`src/rtl/bist_response_analyzer.sv`:
```
// rtl/bist_response_analyzer.sv - MBIST read-response checker with sticky fail, first fail address and fail count
//
// Purpose: tracks the read requests issued to the memory under test, pairs each one with
// the memory read data RD_LAT cycles later, compares that data with the expected value and
// accumulates the pass/fail result. At the end of a run it gives a one-cycle result pulse.
//
// Ports:
//   clk               clock, all state on posedge
//   rst               asynchronous active-high reset
//   Test              test enable level, high for the whole BIST run
//   re                read request issued to memory this cycle
//   rdaddr            read address, qualified by re
//   exp_data          expected read data, aligned with re/rdaddr
//   test_done         one-cycle pulse: last read request issued
//   rd_data           memory read data, valid RD_LAT cycles after re
//   bist_status       0 = pass, 1 = fail; held until the next run starts
//   bist_check_valid  one-cycle pulse: bist_status is final
//   fail_addr         address of the first mismatch in the current run
//   fail_count        number of mismatching reads, saturating

module bist_response_analyzer #(
  parameter int DWIDTH = 32,
  parameter int AWIDTH = 4,
  parameter int RD_LAT = 1,
  parameter int CWIDTH = 8
) (
  input  logic              clk,
  input  logic              rst,
  input  logic              Test,
  input  logic              re,
  input  logic [AWIDTH-1:0] rdaddr,
  input  logic [DWIDTH-1:0] exp_data,
  input  logic              test_done,
  input  logic [DWIDTH-1:0] rd_data,
  output logic              bist_status,
  output logic              bist_check_valid,
  output logic [AWIDTH-1:0] fail_addr,
  output logic [CWIDTH-1:0] fail_count
);

  localparam int CNT_W = $clog2(RD_LAT + 1);

  typedef enum logic [2:0] {
    IDLE,
    RUN,
    DRAIN,
    REPORT,
    DONE
  } state_t;

  state_t state;
  state_t next_state;

  // Delay line carrying each request until its read data returns.
  logic [RD_LAT-1:0] v_pipe;
  logic [AWIDTH-1:0] a_pipe [RD_LAT];
  logic [DWIDTH-1:0] e_pipe [RD_LAT];

  logic [CNT_W-1:0]  drain_cnt;
  logic              fail_flag;

  logic              v_d;
  logic [AWIDTH-1:0] a_d;
  logic [DWIDTH-1:0] e_d;
  logic              compare_en;
  logic              mismatch;
  logic              start_run;

  assign v_d = v_pipe[RD_LAT-1];
  assign a_d = a_pipe[RD_LAT-1];
  assign e_d = e_pipe[RD_LAT-1];

  assign compare_en = (state == RUN) || (state == DRAIN);
  // v_d gates the data compare so rd_data is don't-care when no read is returning.
  assign mismatch   = compare_en && v_d && (rd_data != e_d);
  assign start_run  = (state == IDLE) && (next_state == RUN);

  // State register
  always_ff @(posedge clk or posedge rst) begin
    if (rst) begin
      state <= IDLE;
    end else begin
      state <= next_state;
    end
  end

  // Next-state logic; dropping Test aborts a run without reporting.
  always_comb begin
    next_state = state;
    case (state)
      IDLE: begin
        if (Test) next_state = RUN;
      end
      RUN: begin
        if (!Test)          next_state = IDLE;
        else if (test_done) next_state = DRAIN;
      end
      DRAIN: begin
        if (!Test)                           next_state = IDLE;
        else if (drain_cnt == CNT_W'(1))     next_state = REPORT;
      end
      REPORT: begin
        next_state = DONE;
      end
      DONE: begin
        if (!Test) next_state = IDLE;
      end
      default: begin
        next_state = IDLE;
      end
    endcase
  end

  // Request delay line. Only requests issued while running enter it, and
  // everything in flight is discarded while idle.
  always_ff @(posedge clk or posedge rst) begin
    if (rst) begin
      v_pipe <= '0;
      for (int i = 0; i < RD_LAT; i++) begin
        a_pipe[i] <= '0;
        e_pipe[i] <= '0;
      end
    end else begin
      v_pipe[0] <= re && (state == RUN);
      a_pipe[0] <= rdaddr;
      e_pipe[0] <= exp_data;
      for (int i = 1; i < RD_LAT; i++) begin
        v_pipe[i] <= v_pipe[i-1];
        a_pipe[i] <= a_pipe[i-1];
        e_pipe[i] <= e_pipe[i-1];
      end
      if (state == IDLE) begin
        v_pipe <= '0;
      end
    end
  end

  // Drain counter: keeps the FSM in DRAIN for exactly RD_LAT cycles so the
  // last request issued with test_done is compared before reporting.
  always_ff @(posedge clk or posedge rst) begin
    if (rst) begin
      drain_cnt <= '0;
    end else if ((state == RUN) && (next_state == DRAIN)) begin
      drain_cnt <= CNT_W'(RD_LAT);
    end else if (state == DRAIN) begin
      drain_cnt <= drain_cnt - CNT_W'(1);
    end
  end

  // Result accumulation and reporting
  always_ff @(posedge clk or posedge rst) begin
    if (rst) begin
      fail_flag        <= 1'b0;
      fail_addr        <= '0;
      fail_count       <= '0;
      bist_status      <= 1'b0;
      bist_check_valid <= 1'b0;
    end else begin
      if (start_run) begin
        fail_flag   <= 1'b0;
        fail_addr   <= '0;
        fail_count  <= '0;
        bist_status <= 1'b0;
      end else if (mismatch) begin
        fail_flag <= 1'b1;
        if (!fail_flag) begin
          fail_addr <= a_d;
        end
        if (fail_count != {CWIDTH{1'b1}}) begin
          fail_count <= fail_count + CWIDTH'(1);
        end
      end

      // The final compare of a run happens on the same edge that enters
      // REPORT, so the status must fold in the mismatch of that edge.
      bist_check_valid <= (next_state == REPORT);
      if (next_state == REPORT) begin
        bist_status <= fail_flag | mismatch;
      end
    end
  end

endmodule

```
`config.mk`:
```
export PLATFORM = sky130hd
export DESIGN_NAME = bist_response_analyzer
export DESIGN_NICKNAME = d
export VERILOG_FILES = /design/src/rtl/bist_response_analyzer.sv
export SDC_FILE = /design/constraint.sdc
export NUM_CORES = 1
export LEC_CHECK = 0
export CORE_MARGIN = 5
export CORE_UTILIZATION = 39
export DETAILED_ROUTE_END_ITERATION = 10
export PLACE_DENSITY = 0.87
export SLEW_MARGIN = 20
export SYNTH_ARGS = -nofsm -noshare
export SYNTH_HDL_FRONTEND = slang
export SYNTH_SLANG_ARGS = --single-unit
```
`constraint.sdc`:
```
create_clock -name clk -period 1.8 [get_ports clk]
set_input_delay 0.45 -clock clk [delete_from_list [all_inputs] [get_ports clk]]
set_output_delay 0.45 -clock clk [all_outputs]
set_load 0.02 [all_outputs]
```
[Word-level counts from Yosys, hierarchy flattened]
Index checks and enable logic that the tools add are counted.
Operators by class
  reductions and logical operators: 13
  multiplexer cells: 20
  $add $sub $neg: 2
  equal/unequal tests: 10
  bitwise gates (word level): 1
Operators by type and width (number)
  inequality test 32 bit: 1
  2-to-1 mux 8 bit: 3
  2-to-1 mux 3 bit: 6
  case mux 3 bit (5 select lines): 1
  == test 3 x 2 -> 1 bit (second input constant): 4
  2-to-1 mux 4 bit: 3
  adder 8 x 1 -> 8 bit (second input constant): 1
  inequality test 8 bit (second input constant): 1
  nonzero test 2 bit: 4
  2-to-1 mux 1 bit: 7
  == test 3 x 1 -> 1 bit (second input constant): 2
  logical AND 1 bit: 5
  AND reduction 2 bit: 2
  == test 3 bit (second input constant): 1
  zero test 3 bit: 1
  inequality test 2 x 1 -> 1 bit (second input constant): 1
  logical OR 1 bit: 1
  bitwise OR 1 bit: 1
  subtractor 1 bit (second input constant): 1
Word-level totals
  output and inout bits: 14
  register bits after elaboration: 56

[Logic depth before layout (Yosys ltp)]
  depth in word-level cells: 7
  gate-level depth with buffers: 7
  depth with buffers taken out: 7

[Least setup slack after synthesis]
OpenSTA, ideal clock, no wires.
  path type: input to register
  start point: input rd_data[27]
  end point: register bist_status
  data arrival time: 1.632 ns
  buffers on the path: 1
  data required time: 1.676 ns
  path slack: 0.044 ns
  cell stages on the path: 7
  library setup time: 0.124 ns
  path through: xor2_1 -> nor4_1 -> nand4_1 -> nor2_2 -> buf_6 -> nor2_2 -> o31a_1
Between the ends
  word-level cells in the longest chain between the ends: 4
RTL lines
  from (decl): line 34  | input logic [DWIDTH-1:0] rd_data,
  inequality test 32 bit: line 75  | assign mismatch = compare_en && v_d && (rd_data != e_d);
  logical AND 1 bit: line 75
  bitwise OR 1 bit: line 178  | bist_status <= fail_flag | mismatch;
  2-to-1 mux 1 bit: line 177  | if (next_state == REPORT) begin
  to (signal assigned): line 178
  to (decl): line 35  | output logic bist_status,
No other way between the ends.
A chain may end at the register's enable or synchronous reset.

[Worst setup path in the final report]
  start point: input rd_data[22]
  end point: register fail_addr[2]
Between the ends
  word-level cells in the longest chain between the ends: 4
RTL lines
  inequality test 32 bit: line 75
  logical AND 1 bit: line 75
  nonzero test 2 bit (no source line)
  AND reduction 2 bit (no source line)
  to (signal assigned): line 154  | fail_addr <= '0;
  to (signal assigned): line 161  | fail_addr <= '0;
  to (signal assigned): line 167  | fail_addr <= a_d;
  to (decl): line 37  | output logic [AWIDTH-1:0] fail_addr,
No other way between the ends.

==> impl_metrics.ini <==
[sta]
fin_crit_ns = 1.84
worst_pin_slew_ns = 0.400
clock.fmax_mhz = 543
post-route-period-util_pct = 102
hold_violations = 0
timing.slew.headroom_pct = 73.3
skew_ns = 0.00651
grt_setup_unrepaired = yes
finalWorstSetupSlack_ns = -0.0400
finalSetupViolations = 10
maxSlewViolCount = 0

[yosys]
ys_async_sr_fraction_pct = 100
yosys.area.top_type = dfrtp_1
synth_ff_type = dfrtp_1
avgSynthCellArea_sq_um = 12.6
synthesis.area_sq_mm = 0.00227
synthesis.nets = 254
synth_common_cells = 56 x dfrtp_1, 32 x xor2_1, 10 x nor2_1
synth_most_common_cell = dfrtp_1
seq_area_frac_synth_pct = 61.7
ys_ff_latch = 56
synthCells = 180
synth_area_leaders = dfrtp_1 62%, xor2_1 12%, nor4_1 2.5%
synth.top_cell.area_share_pct = 61.7
synth_edf_count = 0
ys_types = 37
yosysWarningCount = 0

[power]
cell_internal_pwr_mw = 1.87
p_comb_share_pct = 18.1
p_sw_mw = 0.640
clkPwrFrac_pct = 26.5
total_power_mw = 2.51
netSwitchingFraction_pct = 25.5
powerDensity_mw_per_mm2 = 729
p_leak_nw = 1.60
ir_drop_mv = 0.370
p_seq_share_pct = 55.4

[worst_setup_path]
cp_top_family = simple AND/OR/NAND/NOR gates
r2r.worst_path.cells = 7
worst-path-buf-inv = 2
slowest_stage = nor4_2
r2r-start = e_d[22]$_DFF_PP0_
worstSetupPathType = in -> reg
critPathLaunchType = input pin
crit_path_end_kind = register
crit_fanout = 4
r2r_setup_slack_ns = -0.03
cp_cell_sequence = dlygate4sd2_1 -> xor2_1 -> nor4_2 -> nand4_1 -> o21ai_2 -> buf_6 -> mux2i_1 -> nor2_1
worstPathArrival_ns = 2.03
cp.required_ns = 1.99
critPathMaxStageDelay_ns = 0.34
rr_endpoint = fail_addr[2]$_DFFE_PP0P_

[routing]
ant_nets = 0
drtIter0Drc = 35
wl_per_cell_um = 14.3
drt-total-wl_um = 5080
drt-pass1-iter-count = 4
num_vias = 1704
vias_per_cell = 4.79
route.detailed.drc = 0

[global_routing]
grt_pass1_wl_um = 8340
grt_max_degree = 26
globalRouteOverflowTotal = 0
grt_util_all_layers_pct = 14.2
antenna_found_initial = 0
grt_pass1_vias = 1895

[finish]
final_nets = 357
n_antenna_cell = 0
regArea_sq_mm = 0.00140
area_delta_synth_final_pct = 52.0
layout.filler_cells = 469
drive_above_1_share_pct = 14.1
multi_input_area_sq_um = 887
instances_no_fill = 356

[clocking]
clockBufferDepth = 2
ctsHoldBuffers = 0
clock_latency_ns = 0.30
clock-sinks = 56
path_clk_slew_ns = 0.10
cts_max_level = 2
cts_buffers = 5
root_buffer = clkbuf_8
cts_tree = done

[place]
port_buffers = 86
placed_cells = 346
dp_hpwl_um = 3980
gp_congestion = 0.834

[floorplanning]
dieHeight_um = 86.3
rows = 27
die_area_sq_mm = 0.00745
ios = 87
fp.coreArea_sq_mm = 0.00557
die_w_um = 86.3
initial_utilization_pct = 40.7

[hold_path]
holdCritPathClass = in -> async

[job]
drv_cap = 0

[run_status]
violations = setup timing
status = finished, violations left
## layout by cell type, fill, tap and decap left out, types with 2 or more instances in the layout
| cell | instances |
|---|---|
| nor2_4 | 2 |
| inv_1 | 4 |
| clkinvlp_4 | 2 |
| or3_1 | 4 |
| nor4_1 | 3 |
| nand4_1 | 3 |
| a221oi_2 | 2 |
| mux2i_1 | 5 |
| dlygate4sd2_1 | 36 |
| nand3_1 | 4 |
| dfrtp_1 | 56 |
| clkbuf_8 | 5 |
| o21ai_1 | 4 |
| clkdlybuf4s50_1 | 45 |
| xor2_1 | 32 |
| nand2_1 | 8 |
| nor4_2 | 6 |
| nor2b_1 | 2 |
| buf_12 | 2 |
| buf_4 | 8 |
| nor3_1 | 2 |
| nor2_1 | 10 |
| buf_6 | 3 |
| and3_1 | 2 |
| o21ai_0 | 3 |
| dlymetal6s2s_1 | 4 |
| a21oi_1 | 5 |
## layer usage
layer | part of all wire [%] | vias to the layer above | track usage, % | routed length, um
met4 | 0.83 | 0 | 3.12 | 42
met3 | 8.4 | 6 | 5.70 | 425
met5 | 0 | - | 0 | 0
met2 | 54 | 55 | 27.3 | 2750
li1 | - | 824 | - | -
met1 | 37 | 819 | 14.3 | 1860
## sequential cells by signal (all words and copies together), names as in the netlist, 3 cells and up
| register | count |
|---|---|
| state | 3 |
| a_d | 4 |
| e_d | 32 |
| fail_addr | 4 |
| fail_count | 8 |
## worst max-delay path by stage
| stage | startpoint | end | depth (start not counted) |
|---|---|---|---|
| floorplan | rd_data[27] | bist_status$_DFFE_PP0P_ | 7 |
| global placement | rd_data[9] | fail_count[7]$_DFFE_PP0P_ | 8 |
| detailed placement | rd_data[1] | fail_count[7]$_DFFE_PP0P_ | 8 |
| CTS | e_d[25]$_DFF_PP0_ | fail_addr[2]$_DFFE_PP0P_ | 7 |
| global route | e_d[22]$_DFF_PP0_ | fail_addr[3]$_DFFE_PP0P_ | 7 |
| finish | rd_data[22] | fail_addr[2]$_DFFE_PP0P_ | 8 |
## worst register-to-register path, stage by stage (launching register included)
cell,delay [ns]
dfrtp_1,0.39
xor2_1,0.16
nor4_2,0.34
nand4_1,0.24
o21ai_2,0.19
buf_6,0.14
mux2i_1,0.20
nor2_1,0.06
## logic make-up (layout without fill, tap and decap cells)
group	after synthesis	after routing	synth area share (%)
simple gates	55	55	13.5
fa+ha+maj	1	1	0.551
xor+xnor	33	33	13.1
buf+inv	8	112	2.15
mux	5	5	2.21
flops	56	56	61.7
compound gates	22	22	6.78
## repair_timing
item / in CTS / in global routing
pin swaps: 37 / 8
setup buffers: 2 / 1
endpoints found under the hold margin: 0 / 0
endpoints found under the setup margin: 20 / 17
resized for setup: 52 / 5
## power groups by stage
| stage | clock network (mW) | registers [mW] | logic [mW] |
|---|---|---|---|
| finish | 0.666 | 1.39 | 0.456 |
| global route | 0.734 | 1.40 | 0.501 |
| CTS | 0.692 | 1.39 | 0.463 |
| detailed placement | 0 | 1.42 | 0.473 |
| global placement | 0 | 1.41 | 0.460 |
| floorplan | 0 | 1.44 | 0.169 |
## stage by stage
| stage | hold WS [ns] | cell area (sq um) | setup slack [ns] | setup TNS [ns] | utilization (%) |
|---|---|---|---|---|---|
| 3_3_place_gp | 0.465 | 3300 | -0.616 | -7.40 | 59.2 |
| 6_report | 0.482 | 3450 | -0.0400 | -0.156 | 61.9 |
| 5_1_grt | 0.498 | 3450 | -0.144 | -1.48 | 61.9 |
| 3_5_place_dp | 0.483 | 3300 | -0.651 | -7.62 | 59.2 |
| 2_1_floorplan | 0.461 | 2270 | 0.0437 | 0 | - |
| 4_1_cts | 0.486 | 3430 | -0.0411 | -0.194 | 61.5 |
## cell type report
cell class	instances	share of cell area, %
Inverter	5	0.653
Multi-Input combinational cell	116	25.7
Timing Repair Buffer	99	27.8
Sequential cell	56	40.6
Clock inverter	2	0.472
Tap cell	72	2.61
Clock buffer	6	2.10
Power figures use the tool's default switching activity.
